### src/rtl/cpu_pkg.sv
// Shared types for the instruction fetch slice.
// Fetch FSM states, queue entry layouts and fixed constants.
package cpu_pkg;

    typedef enum logic [1:0] {
        IDLE  = 2'd0,
        RUN   = 2'd1,
        FLUSH = 2'd2
    } fetch_state_e;

    typedef struct packed {
        logic [31:0] pc;
        logic        misalign;
        logic [31:0] instr;
    } fetch_entry_t;

    typedef struct packed {
        logic [31:0] pc;
        logic        misalign;
    } pend_entry_t;

    localparam logic [31:0] NOP = 32'h0000_0013;

    function automatic logic [31:0] word_addr(input logic [31:0] pc);
        return {pc[31:2], 2'b00};
    endfunction

endpackage

### src/rtl/fetch_fifo.sv
// Small circular FIFO used for both the pending-PC queue and the
// instruction output buffer; reads as zero while empty.
module fetch_fifo #(
    parameter int DEPTH = 2,
    parameter int WIDTH = 32,
    parameter int CNT_W = 2
) (
    input  logic             clk_i,
    input  logic             rst_n_i,
    input  logic             clr_i,
    input  logic             push_i,
    input  logic [WIDTH-1:0] push_data_i,
    input  logic             pop_i,
    output logic [WIDTH-1:0] pop_data_o,
    output logic             empty_o,
    output logic             full_o,
    output logic [CNT_W-1:0] count_o
);

    localparam int PW = (DEPTH > 1) ? $clog2(DEPTH) : 1;
    localparam logic [PW-1:0] LAST = PW'(DEPTH - 1);
    localparam logic [CNT_W-1:0] CAP = CNT_W'(DEPTH);

    logic [WIDTH-1:0] r_mem [DEPTH];
    logic [PW-1:0]    r_wr_ptr;
    logic [PW-1:0]    r_rd_ptr;
    logic [CNT_W-1:0] r_count;
    logic             w_push;
    logic             w_pop;

    function automatic logic [PW-1:0] ptr_inc(input logic [PW-1:0] p);
        return (p == LAST) ? '0 : p + PW'(1);
    endfunction

    assign empty_o    = (r_count == '0);
    assign full_o     = (r_count == CAP);
    assign count_o    = r_count;
    assign w_pop      = pop_i && !clr_i && !empty_o;
    assign w_push     = push_i && !clr_i && (!full_o || w_pop);
    assign pop_data_o = empty_o ? '0 : r_mem[r_rd_ptr];

    // Pointer and occupancy bookkeeping; clear wins over push/pop.
    always_ff @(posedge clk_i or negedge rst_n_i) begin
        if (!rst_n_i) begin
            r_wr_ptr <= '0;
            r_rd_ptr <= '0;
            r_count  <= '0;
        end else if (clr_i) begin
            r_wr_ptr <= '0;
            r_rd_ptr <= '0;
            r_count  <= '0;
        end else begin
            if (w_push)
                r_wr_ptr <= ptr_inc(r_wr_ptr);
            if (w_pop)
                r_rd_ptr <= ptr_inc(r_rd_ptr);
            if (w_push && !w_pop)
                r_count <= r_count + CNT_W'(1);
            else if (w_pop && !w_push)
                r_count <= r_count - CNT_W'(1);
        end
    end

    // Entry storage; contents are only visible once counted valid.
    always_ff @(posedge clk_i) begin
        if (w_push)
            r_mem[r_wr_ptr] <= push_data_i;
    end

endmodule

### src/rtl/ifetch_unit.sv
// Instruction fetch unit: credit-limited requests to instruction memory,
// in-order response matching, stale-response flushing on redirect.
module ifetch_unit
    import cpu_pkg::*;
#(
    parameter int DEPTH = 2,
    parameter int CNT_W = 2
) (
    input  logic        clk_i,
    input  logic        rst_n_i,
    input  logic [31:0] pc_i,
    input  logic        redirect_i,
    output logic        pc_advance_o,
    output logic        imem_req_valid_o,
    input  logic        imem_req_ready_i,
    output logic [31:0] imem_req_addr_o,
    input  logic        imem_rsp_valid_i,
    input  logic [31:0] imem_rsp_data_i,
    output logic        instr_valid_o,
    input  logic        instr_ready_i,
    output logic [31:0] instr_o,
    output logic [31:0] instr_pc_o,
    output logic        instr_misalign_o
);

    localparam int PEND_W = $bits(pend_entry_t);
    localparam int OUT_W  = $bits(fetch_entry_t);
    localparam logic [CNT_W:0] LIMIT = (CNT_W + 1)'(DEPTH);

    fetch_state_e r_state;
    fetch_state_e w_state_nx;
    logic [CNT_W-1:0] r_outst;
    logic [CNT_W-1:0] r_stale;
    logic [CNT_W-1:0] w_outst_nx;
    logic [CNT_W-1:0] w_stale_nx;

    logic [CNT_W:0]   w_inflight;
    logic             w_run;
    logic             w_redir;
    logic             w_accept;
    logic             w_rsp_ok;
    logic             w_rsp_stale;
    logic             w_rsp_live;

    pend_entry_t      w_pend_in;
    pend_entry_t      w_pend_head;
    logic             w_pend_empty;
    logic             w_pend_full;
    logic [CNT_W-1:0] w_pend_cnt;

    fetch_entry_t     w_out_in;
    fetch_entry_t     w_out_head;
    logic             w_out_empty;
    logic             w_out_full;
    logic             w_out_pop;
    logic [CNT_W-1:0] w_out_cnt;

    assign w_run      = (r_state == RUN);
    assign w_redir    = redirect_i && (r_state != IDLE);
    assign w_inflight = {1'b0, r_outst} + {1'b0, w_out_cnt};

    assign imem_req_valid_o = w_run && !redirect_i && (w_inflight < LIMIT);
    assign w_accept         = imem_req_valid_o && imem_req_ready_i;
    assign pc_advance_o     = w_accept;
    assign imem_req_addr_o  = word_addr(pc_i);

    // A response with nothing outstanding is ignored.
    assign w_rsp_ok    = imem_rsp_valid_i && (r_outst != '0);
    assign w_rsp_stale = w_rsp_ok && (r_stale != '0);
    assign w_rsp_live  = w_rsp_ok && (r_stale == '0) && !w_redir;

    assign w_pend_in.pc       = pc_i;
    assign w_pend_in.misalign = (pc_i[1:0] != 2'b00);

    assign w_out_in.pc       = w_pend_head.pc;
    assign w_out_in.misalign = w_pend_head.misalign;
    assign w_out_in.instr    = imem_rsp_data_i;

    assign instr_valid_o    = !w_out_empty;
    assign w_out_pop        = instr_valid_o && instr_ready_i && !w_redir;
    assign instr_o          = w_out_head.instr;
    assign instr_pc_o       = w_out_head.pc;
    assign instr_misalign_o = w_out_head.misalign;

    fetch_fifo #(
        .DEPTH (DEPTH),
        .WIDTH (PEND_W),
        .CNT_W (CNT_W)
    ) u_pend (
        .clk_i       (clk_i),
        .rst_n_i     (rst_n_i),
        .clr_i       (w_redir),
        .push_i      (w_accept),
        .push_data_i (w_pend_in),
        .pop_i       (w_rsp_live),
        .pop_data_o  (w_pend_head),
        .empty_o     (w_pend_empty),
        .full_o      (w_pend_full),
        .count_o     (w_pend_cnt)
    );

    fetch_fifo #(
        .DEPTH (DEPTH),
        .WIDTH (OUT_W),
        .CNT_W (CNT_W)
    ) u_out (
        .clk_i       (clk_i),
        .rst_n_i     (rst_n_i),
        .clr_i       (w_redir),
        .push_i      (w_rsp_live),
        .push_data_i (w_out_in),
        .pop_i       (w_out_pop),
        .pop_data_o  (w_out_head),
        .empty_o     (w_out_empty),
        .full_o      (w_out_full),
        .count_o     (w_out_cnt)
    );

    // Outstanding/stale accounting; a redirect in RUN turns every
    // request still in flight (minus this cycle's response) stale.
    always_comb begin
        w_outst_nx = r_outst;
        w_stale_nx = r_stale;
        if (w_redir && w_run) begin
            w_stale_nx = r_outst - CNT_W'(w_rsp_ok);
            w_outst_nx = r_outst - CNT_W'(w_rsp_ok);
        end else begin
            if (w_rsp_stale)
                w_stale_nx = r_stale - CNT_W'(1);
            w_outst_nx = r_outst + CNT_W'(w_accept) - CNT_W'(w_rsp_ok);
        end
    end

    // Next-state logic for the fetch FSM.
    always_comb begin
        w_state_nx = r_state;
        unique case (r_state)
            IDLE:    w_state_nx = RUN;
            RUN:     if (redirect_i && (w_stale_nx != '0))
                         w_state_nx = FLUSH;
            FLUSH:   if (w_stale_nx == '0)
                         w_state_nx = RUN;
            default: w_state_nx = IDLE;
        endcase
    end

    // State and counter registers.
    always_ff @(posedge clk_i or negedge rst_n_i) begin
        if (!rst_n_i) begin
            r_state <= IDLE;
            r_outst <= '0;
            r_stale <= '0;
        end else begin
            r_state <= w_state_nx;
            r_outst <= w_outst_nx;
            r_stale <= w_stale_nx;
        end
    end

    a_rsp_no_outst: assert property (@(posedge clk_i) disable iff (!rst_n_i)
        !(imem_rsp_valid_i && (r_outst == '0)));

    a_pend_track: assert property (@(posedge clk_i) disable iff (!rst_n_i)
        (r_stale == '0) |-> (w_pend_cnt == r_outst));

    a_live_has_pc: assert property (@(posedge clk_i) disable iff (!rst_n_i)
        w_rsp_live |-> !w_pend_empty);

    a_pend_no_ovf: assert property (@(posedge clk_i) disable iff (!rst_n_i)
        w_pend_full |-> !w_accept);

    a_out_no_ovf: assert property (@(posedge clk_i) disable iff (!rst_n_i)
        (w_out_full && w_rsp_live) |-> w_out_pop);

endmodule

### config.mk
export PLATFORM = sky130hd
export DESIGN_NAME = ifetch_unit
export DESIGN_NICKNAME = d
export VERILOG_FILES = /design/src/rtl/cpu_pkg.sv /design/src/rtl/fetch_fifo.sv /design/src/rtl/ifetch_unit.sv
export SDC_FILE = /design/constraint.sdc
export NUM_CORES = 1
export LEC_CHECK = 0
export ABC_CLOCK_PERIOD_IN_PS = 13100
export BUFFER_PORTS_ARGS = -buffer_cell sky130_fd_sc_hd__buf_4
export CAP_MARGIN = 0
export CELL_PAD_IN_SITES_DETAIL_PLACEMENT = 0
export CELL_PAD_IN_SITES_GLOBAL_PLACEMENT = 1
export CORE_MARGIN = 2
export CORE_UTILIZATION = 49
export DETAILED_ROUTE_END_ITERATION = 8
export PLACE_DENSITY_LB_ADDON = 0.1
export RECOVER_POWER = 50
export SYNTH_ARGS = -nofsm -noshare
export SYNTH_HDL_FRONTEND = slang
export SYNTH_SLANG_ARGS = --single-unit
### constraint.sdc
create_clock -name clk_i -period 13.1 [get_ports clk_i]
set_input_delay 2.62 -clock clk_i [delete_from_list [all_inputs] [get_ports clk_i]]
set_output_delay 2.62 -clock clk_i [all_outputs]
set_load 0.005 [all_outputs]
# Yosys cells after proc, flatten, opt, wreduce, memory -nomap -nowiden
# Memory sizes are Yosys's and may differ from the RTL's.
# Cells that the tools add are included.
word_totals:
  regBits: 14
  ramBits: 196
  output_inout_bits: 100
  elab_cells: 113
  mem_count: 2
classes:
  add_sub_neg: 13
  magnitude_cmp: 1
  n_eq_ne: 6
  mux: 30
  n_reduce_logical: 52
memory_table:
  columns: ["name", "words", "word_bits", "rd", "rd_ports_with_merged_regs", "write_ports", "line_no", "rtl"]
  rows:
  - ["u_out.r_mem", 2, 65, 1, 0, 1, "fetch_fifo.sv:24", "logic [WIDTH-1:0] r_mem [DEPTH];"]
  - ["u_pend.r_mem", 2, 33, 1, 0, 1, "fetch_fifo.sv:24", null]
ops:
  columns: ["op", "count"]
  rows:
  - ["$mux 65", 1]
  - ["$mux 33", 1]
  - ["$logic_and 1x1->1", 23]
  - ["$mux 2", 11]
  - ["$reduce_bool 2->1", 9]
  - ["$mux 1", 16]
  - ["$logic_not 1->1", 10]
  - ["$logic_not 2->1", 5]
  - ["$eq 2x2->1 const B", 3]
  - ["$pmux 2 s3", 1]
  - ["$reduce_bool 3->1", 2]
  - ["$sub 2x1->2 const B", 3]
  - ["$add 1x1->1 const B", 4]
  - ["$add 2x1->2 const B", 2]
  - ["$sub 2x1->2", 2]
  - ["$add 2x2->3", 1]
  - ["$lt 3x2->1 const B", 1]
  - ["$add 2x1->2", 1]
  - ["$eq 2x1->1 const B", 1]
  - ["$logic_or 1x1->1", 2]
  - ["$ne 2x1->1 const B", 1]
  - ["$ne 2x2->1 const B", 1]
  - ["$reduce_and 2->1", 1]

# Logic depth before layout (Yosys ltp)
# Gate-level depths: netlist of the first run.
depth:
  ltp_word: 13
  mapped_depth: 10

# Modules after synthesis
# A second synthesis of the first run with hierarchy kept.
unflattened:
  hier_cells: 546
  hier_area_um2: 8546.9
modules_own_cells:
  columns: ["module", "instances", "cells_per_inst", "area_per_inst_um2", "seq_area_each_um2"]
  rows:
  - ["fetch_fifo at u_out", 1, 300, 5148.7, 4003.8]
  - ["fetch_fifo at u_pend", 1, 165, 2725.1, 2082.0]
  - ["ifetch_unit", 1, 81, 673.1, 150.1]

# Worst setup path before layout of the first run
# No wires, ideal clock.
synth_timing:
  path_kind: "input to register"
  from: "input imem_rsp_valid_i"
  to: "register u_out.r_wr_ptr"
  setup_time_ps: 113
  arrival_time_ps: 9653
  path_slack_ps: 3334
  stages: 3
  n_path_buf: 0
  cell_sequence: "o211ai_1 -> nor4_1 -> o21bai_1"
synth_via:
  elab_chain_cells: 6
synth_lines:
  columns: ["item", "line_no", "rtl"]
  rows:
  - ["start: declaration", "ifetch_unit.sv:17", "input logic imem_rsp_valid_i,"]
  - ["$logic_and 1x1->1", "ifetch_unit.sv:68", "assign w_rsp_ok = imem_rsp_valid_i && (r_outst != '0);"]
  - ["$logic_and 1x1->1 (2 in series)", "ifetch_unit.sv:70", "assign w_rsp_live = w_rsp_ok && (r_stale == '0) && !w_redir;"]
  - ["$logic_and 1x1->1 (2 in series)", "fetch_fifo.sv:39", "assign w_push = push_i && !clr_i && (!full_o || w_pop);"]
  - ["$reduce_bool 2->1 (no line)", null, null]
  - ["end signal: assignment", "fetch_fifo.sv:54", "r_wr_ptr <= ptr_inc(r_wr_ptr);"]
  - ["end: declaration", "fetch_fifo.sv:25", "logic [PW-1:0] r_wr_ptr;"]
# Every way passes these cells.
# A chain may end at the register's enable or synchronous reset.

# Final worst setup path of the first run
layout_timing:
  from: "input redirect_i"
  to: "output pc_advance_o"
layout_via:
  elab_chain_cells: 4
layout_lines:
  columns: ["item", "line_no", "rtl"]
  rows:
  - ["start: declaration", "ifetch_unit.sv:12", "input logic redirect_i,"]
  - ["$logic_not 1->1", "ifetch_unit.sv:62", "assign imem_req_valid_o = w_run && !redirect_i && (w_inflight < LIMIT);"]
  - ["$logic_and 1x1->1 (2 in series)", "ifetch_unit.sv:62", null]
  - ["$logic_and 1x1->1", "ifetch_unit.sv:63", "assign w_accept = imem_req_valid_o && imem_req_ready_i;"]
  - ["end: declaration", "ifetch_unit.sv:13", "output logic pc_advance_o,"]
# Every way passes these cells.

==> reports/results.txt, run 1 <==
DRC - 0
Root Buffer - clkbuf_16
die width - 136 um
number of buffers inserted by port buffering - 167
TritonCTS Buffers - 22
worst r2r path cells - 5
outcome - complete, but fails checks
met2 Usage GRT - 29.2%
FF+latch count, synth - 210
Synth Flop Type - edfxtp_1
GRT overflow - 0
capture point of the worst reg-to-reg path - u_out.r_mem[0][18]
Setup crit start kind - input port
CTS resizes - 0
layout cells sized above 1 - 23.8%
Routed Wire Length - 15.4 mm
core area - 17100 um^2
I/O pin total - 170
RSZ-0062 raised after global routing - false
Slew Limit Fails - 81
Relative slew margins - -77.8%
initial DRC count - 270
share of the synthesized area in the top cell type - 69.4%
slowest CP cell - nor4_1
yosys warns - 0
Setup crit end kind - output pin
Worst Hold Path EP - u_pend.r_wr_ptr
WP data arrival - 3.81 ns
Area Growth Syn to Fin - 20.4%
vias in the first global route - 4576
PwrDens - 206 nW/um^2
WP data required - 10.48 ns
Levels on crit path - 4
post-layout minimum cycle time - 6.43 ns
# fillers - 1394
Fin Setup TNS - 0 ns
crit-path cells - clkbuf_1 > nor4_1 > and2_2 > buf_4
drt pass-1 iters - 4
Worst-Margin Slew - 2.67 ns
WHS Path Cells - 1
initial antenna violation count - 0
FMAX - 155 MHz
antenna viol nets, final - 0
row count - 48
worst-path maximum fanout - 5
Die H - 136 um
distinct cell type count after synthesis - 38
Vias - 4613
post-synth top area cell - edfxtp_1
worst vdd ir - 0.145 mV
H-tree depth - 1
worst hold start - u_pend.r_wr_ptr
violated checks - capacitance limit, slew limit
LEAKAGE - 3.68 nW
synthesized area - 8490 um^2
number of flops mapped to enable cells by yosys - 196
top cells by count, synth - edfxtp_1 (196), nor2_1 (109), mux2i_1 (100)
part of the cycle the worst path needs - 49.1%
Initial Util - 49.6%
Skew-Pair Late Insertion Delay - 0.49 ns
CTS tree - built
Post-Syn Area per Cell - 15.7 um^2
DIE AREA - 18400 um^2
cell with the most instances after synthesis - edfxtp_1
Vias/cell - 5.00
cell family with most CP delay - simple AND/OR/NAND/NOR gates
first-pass GRT wire length - 23.4 mm
gp weighted congestion - 0.738
multi-input logic area - 1870 um^2
final setup vio count - 0
clock slew at reported path FFs - 0.06 ns
hold slack final - 0.549 ns
n_diodes - 0
maximum number of pins on one net before global-route repair - 66
Hold Path Class - reg2reg
GRT met3 Usage - 3.14%
Final Hold Viols - 0
max incr delay on CP - 0.68 ns
Max Cap Viol - 2
FFs w/ async S/R, synth - 6.67%
clock buffer depth - 3
Post-CTS Setup Bufs - 0
gr busiest metal - met2
Global Route Usage Sum - 16.5%
top cells by area, synth - edfxtp_1 (69%), mux2i_1 (12%), nor2_1 (4.8%), dfrtp_1 (4.1%), buf_4 (3.5%)
CTS hold repair buffers - 0
Buf/Inv on CP - 2
NumNets Final - 758
Post-Syn Instances - 540
Wirelength per Cell - 16.7 um
R2R setup slack - 9.40 ns
RR Startpoint - r_stale[0]
clock skew - 0.00567 ns
GR Util met1 - 20.7%
register area - 6240 um^2
clock sink count - 210
kind of critical path - in2out
sequential share of the synthesized area - 73.5%
Post-DP HPWL - 9.18 mm
-- worst max path at each step --
stage | start | end
final | redirect_i | pc_advance_o
after global placement | redirect_i | pc_advance_o
after floorplan | imem_rsp_valid_i | u_out.r_wr_ptr
after detailed placement | redirect_i | pc_advance_o
after CTS | redirect_i | pc_advance_o
after global routing | redirect_i | pc_advance_o
-- cell type report --
| class | instances | area share [%] |
|---|---|---|
| clock buffer | 31 | 6.02 |
| timing repair buffer | 171 | 11.0 |
| sequential | 210 | 61.1 |
| tap | 225 | 2.75 |
| clock inverter | 8 | 0.575 |
| inverter | 8 | 0.294 |
| multi-input combinational | 269 | 18.3 |
-- cells in the final DEF, fill, tap and decap left out, types with 2 or more instances in the layout --
| cell | count |
|---|---|
| a21o_1 | 2 |
| a21oi_1 | 5 |
| and2_2 | 2 |
| buf_4 | 102 |
| clkbuf_1 | 50 |
| clkbuf_16 | 23 |
| clkbuf_4 | 26 |
| clkinv_1 | 5 |
| clkinv_2 | 2 |
| conb_1 | 2 |
| dfrtp_1 | 13 |
| edfxtp_1 | 196 |
| ha_1 | 5 |
| inv_1 | 8 |
| mux2i_1 | 100 |
| nand2_1 | 6 |
| nand3_1 | 2 |
| nand3b_1 | 2 |
| nor2_1 | 106 |
| nor2_4 | 3 |
| nor4_1 | 2 |
| o211ai_1 | 2 |
| o21ai_0 | 5 |
| or3_1 | 2 |
| xnor2_1 | 3 |
| xor2_1 | 6 |
-- sequential cells by signal, summed over array words and instances, names as in the netlist --
register,count
u_pend.r_rd_ptr,1
u_out.count_o,2
u_out.r_rd_ptr,1
u_pend.count_o,2
r_state,2
u_pend.r_mem,66
u_pend.r_wr_ptr,1
u_out.r_mem,130
r_outst,2
u_out.r_wr_ptr,1
r_stale,2
-- per-layer routing --
layer	vias to the layer above	routed length [um]
met5	-	0
met4	0	257
met3	21	894
met2	140	7880
met1	2237	6380
li1	2215	-
-- cell families (layout without fill, tap and decap cells) --
logic type | count (synthesis) | count (layout) | synth area share, %
AO/OA/AOI/OAI | 18 | 18 | 1.31
XOR/XNOR | 9 | 9 | 0.929
adder cells (fa/ha/maj) | 6 | 6 | 0.973
buffers and inverters | 62 | 218 | 4.64
flip-flops | 210 | 210 | 73.5
multiplexers | 100 | 100 | 11.8
other | 1 | 2 | 0.0442
AND/OR/NAND/NOR | 134 | 134 | 6.81
-- stage by stage --
stage          area (um^2)  worst slack, ns  cells  utilization (%)  total power [mW]
3_3_place_gp          9730             7.05    883             56.8              1.55
3_5_place_dp          9730             7.03    883             56.8              1.57
6_report             10200             6.67    922             59.7              2.11
2_1_floorplan         8490             3.33    541                -              1.29
4_1_cts              10400             7.03    922             60.8              2.15
5_1_grt              10200             6.68    922             59.7              2.23
-- power breakdown --
group | internal [mW] | leakage, nW | switching, mW
combinational | 0.289 | 1.39 | 0.335
sequential | 0.842 | 1.96 | 0.0633
clock | 0.345 | 0.329 | 0.234
Power figures use the tool's default switching activity.
==> run 2, diff against run 1 <==
--- a/config.mk
+++ b/config.mk
@@ -5,13 +5,13 @@
 export SDC_FILE = /design/constraint.sdc
 export NUM_CORES = 1
 export LEC_CHECK = 0
-export ABC_CLOCK_PERIOD_IN_PS = 13100
+export ABC_CLOCK_PERIOD_IN_PS = 6000
 export BUFFER_PORTS_ARGS = -buffer_cell sky130_fd_sc_hd__buf_4
 export CAP_MARGIN = 0
 export CELL_PAD_IN_SITES_DETAIL_PLACEMENT = 0
 export CELL_PAD_IN_SITES_GLOBAL_PLACEMENT = 1
 export CORE_MARGIN = 2
-export CORE_UTILIZATION = 49
+export CORE_UTILIZATION = 45
 export DETAILED_ROUTE_END_ITERATION = 8
 export PLACE_DENSITY_LB_ADDON = 0.1
 export RECOVER_POWER = 50
==> constraint.sdc (replaced) <==
create_clock -name clk_i -period 6 [get_ports clk_i]
set_input_delay 1.2 -clock clk_i [delete_from_list [all_inputs] [get_ports clk_i]]
set_output_delay 1.2 -clock clk_i [all_outputs]
set_load 0.005 [all_outputs]
==> run 2 against run 1 <==
Compared with the run above: the flow still finishes with violations (capacitance limit, slew limit); sequential power up 120%; utilization down 4.5 points; clock power up 120%; largest power group unchanged; critical endpoint is now instr_valid_o; critical path depth unchanged; cell count up 0.87%.
==> reports/results.txt, run 2 (synthesis gave the netlist of run 1 again) <==
worst r2r path cells - 5 (unchanged)
worst-path maximum fanout - 43 (was 5)
outcome - complete, but fails checks (unchanged)
worst hold start - u_pend.r_wr_ptr (unchanged)
Vias - 4577 (was 4613)
Reg with most FFs - u_out.r_mem (unchanged)
Crit path top cell by count - buf_4
gp weighted congestion - 0.751 (was 0.738)
total power - 4.63 mW (was 2.11 mW)
Routed Wire Length - 15.2 mm (was 15.4 mm)
DRC - 0 (unchanged)
Worst-Margin Slew - 2.63 ns (was 2.67 ns)
TritonCTS Buffers - 22 (unchanged)
I/O pin total - 170 (unchanged)
clock slew at reported path FFs - 0.06 ns (about the same)
Slew Limit Fails - 106 (was 81)
clock sink count - 210 (unchanged)
Setup crit start kind - flop (was input port)
die width - 141 um (was 136 um)
DIE AREA - 20000 um^2 (was 18400 um^2)
R2R setup slack - 2.39 ns (was 9.40 ns)
initial antenna violation count - 0 (unchanged)
Root Buffer - clkbuf_16 (unchanged)
Area Growth Syn to Fin - 20.9% (was 20.4%)
Global Route Usage Sum - 15.1% (was 16.5%)
Clk pwr share - 28.1% (was 27.5%)
Setup crit end kind - output pin (unchanged)
Worst Hold Path EP - u_pend.r_wr_ptr (unchanged)
core area - 18600 um^2 (was 17100 um^2)
RSZ-0062 raised after global routing - false (unchanged)
capture point of the worst reg-to-reg path - u_out.r_mem[0][49] (was u_out.r_mem[0][18])
Relative slew margins - -75.2% (was -77.8%)
number of buffers inserted by port buffering - 167 (unchanged)
Max Cap Viol - 3 (was 2)
most frequent cells in the layout - edfxtp_1 (196), nor2_1 (107), buf_4 (102) (was edfxtp_1 (196), nor2_1 (106), buf_4 (102))
P_sw - 1.37 mW (was 633 uW)
met2 Usage GRT - 27.1% (was 29.2%)
Largest regs - u_out.r_mem: 130 flops, u_pend.r_mem: 66 flops (unchanged)
RR Startpoint - r_stale[0] (unchanged)
clock skew - 0.0131 ns (was 0.00567 ns)
vias in the first global route - 4653 (was 4576)
Cell Area, Placed - 9740 um^2 (was 9730 um^2)
LEAKAGE - 3.69 nW (was 3.68 nW)
GRT met3 Usage - 3.21% (was 3.14%)
Post-CTS Setup Bufs - 0 (unchanged)
row count - 50 (was 48)
Vias/cell - 4.92 (was 5.00)
slowest CP cell - nor2_1 (was nor4_1)
commonest non-fill, non-tap cell in the layout - edfxtp_1 (unchanged)
Fin Setup TNS - 0 ns (unchanged)
Post-DP HPWL - 9.40 mm (was 9.18 mm)
P_int - 3.26 mW (was 1.48 mW)
maximum number of pins on one net before global-route repair - 67 (was 66)
drt pass-1 iters - 4 (unchanged)
Skew-Pair Late Insertion Delay - 0.49 ns (about the same)
Wirelength per Cell - 16.3 um (was 16.7 um)
post-layout minimum cycle time - 4.44 ns
H-tree depth - 1 (unchanged)
PwrDens - 451 nW/um^2 (was 206 nW/um^2)
fin util - 55.2% (was 59.7%)
initial DRC count - 156 (was 270)
layout cells sized above 1 - 24.7% (was 23.8%)
Initial Util - 45.7% (was 49.6%)
WHS Path Cells - 1 (unchanged)
antenna viol nets, final - 0 (unchanged)
first-pass GRT wire length - 23.7 mm (was 23.4 mm)
clock buffer depth - 3 (unchanged)
gr busiest metal - met2 (unchanged)
multi-input logic area - 1880 um^2 (was 1870 um^2)
CTS tree - built (unchanged)
WP data required - 4.80 ns (was 10.48 ns)
max incr delay on CP - 1.32 ns (was 0.68 ns)
# fillers - 1581 (was 1394)
max reg flops - 130 (unchanged)
part of the cycle the worst path needs - 74.0%
register area - 6240 um^2 (unchanged)
violated checks - capacitance limit, slew limit (unchanged)
CTS resizes - 0 (unchanged)
Hold Path Class - reg2reg (unchanged)
GR Util met1 - 18.8% (was 20.7%)
final setup vio count - 0 (unchanged)
crit-path cells - nor2_1 > buf_4 > inv_1 > buf_4 (was clkbuf_1 > nor4_1 > and2_2 > buf_4)
n_diodes - 0 (unchanged)
WP data arrival - 3.24 ns (was 3.81 ns)
combinational power share - 28.2% (was 29.6%)
worst vdd ir - 0.263 mV (was 0.145 mV)
Die H - 141 um (was 136 um)
Net Sw Frac - 29.7% (was 30.0%)
GRT overflow - 0 (unchanged)
CTS hold repair buffers - 0 (unchanged)
FMAX - 225 MHz
Final Hold Viols - 0 (unchanged)
final instance area - 10300 um^2 (was 10200 um^2)
register share of total power - 43.7% (was 42.9%)
kind of critical path - reg2out (was in2out)
NumNets Final - 757 (was 758)
==> run 2: power by group through the flow <==
stage | clock network (mW) | logic, mW | registers [mW]
floorplan | 0 | 0.894 | 1.92
global placement | 0 | 1.33 | 2.05
detailed placement | 0 | 1.36 | 2.06
CTS | 1.34 | 1.36 | 2.03
global route | 1.40 | 1.46 | 2.05
finish | 1.30 | 1.31 | 2.03
==> run 2: how the worst max path moves through the flow <==
stage	start	endpoint	slack, ns	cells after the start
after global placement	redirect_i	pc_advance_o	2.79	4
after global routing	u_out.count_o[0]	instr_valid_o	1.24	4
after floorplan	imem_rsp_valid_i	u_out.r_mem[0][0]	0.46	2
after CTS	u_out.count_o[0]	instr_misalign_o	2.35	4
after detailed placement	redirect_i	pc_advance_o	2.77	4
final	u_out.count_o[0]	instr_valid_o	1.56	4
==> run 2: area by class of cell <==
| cell class | instances | area share, % |
|---|---|---|
| Timing Repair Buffer | 170 | 10.9 |
| Clock buffer | 26 | 5.72 |
| Inverter | 8 | 0.293 |
| Clock inverter | 13 | 1.15 |
| Multi-Input combinational cell | 269 | 18.3 |
| Sequential cell | 210 | 60.8 |
| Tap cell | 234 | 2.85 |
==> run 2: worst max-delay path, delay by kind of cell (launching register included) <==
kind          cells  cell delay [ns]
buf+inv           3             0.94
simple gates      1             1.32
flops             1             0.43
==> run 2: metrics by stage <==
stage	instances	hold WS, ns	setup slack (ns)
2_1_floorplan	541	0.459	0.456
3_3_place_gp	891	0.536	2.79
3_5_place_dp	891	0.545	2.77
4_1_cts	930	0.531	2.35
5_1_grt	930	0.575	1.24
6_report	930	0.546	1.56
==> run 2: per-layer routing <==
layer	routed length, um	up-vias	part of all wire [%]
met5	0	-	0
met4	198	0	1.3
met3	904	15	6.0
met2	7850	137	52
met1	6210	2221	41
li1	-	2204	-
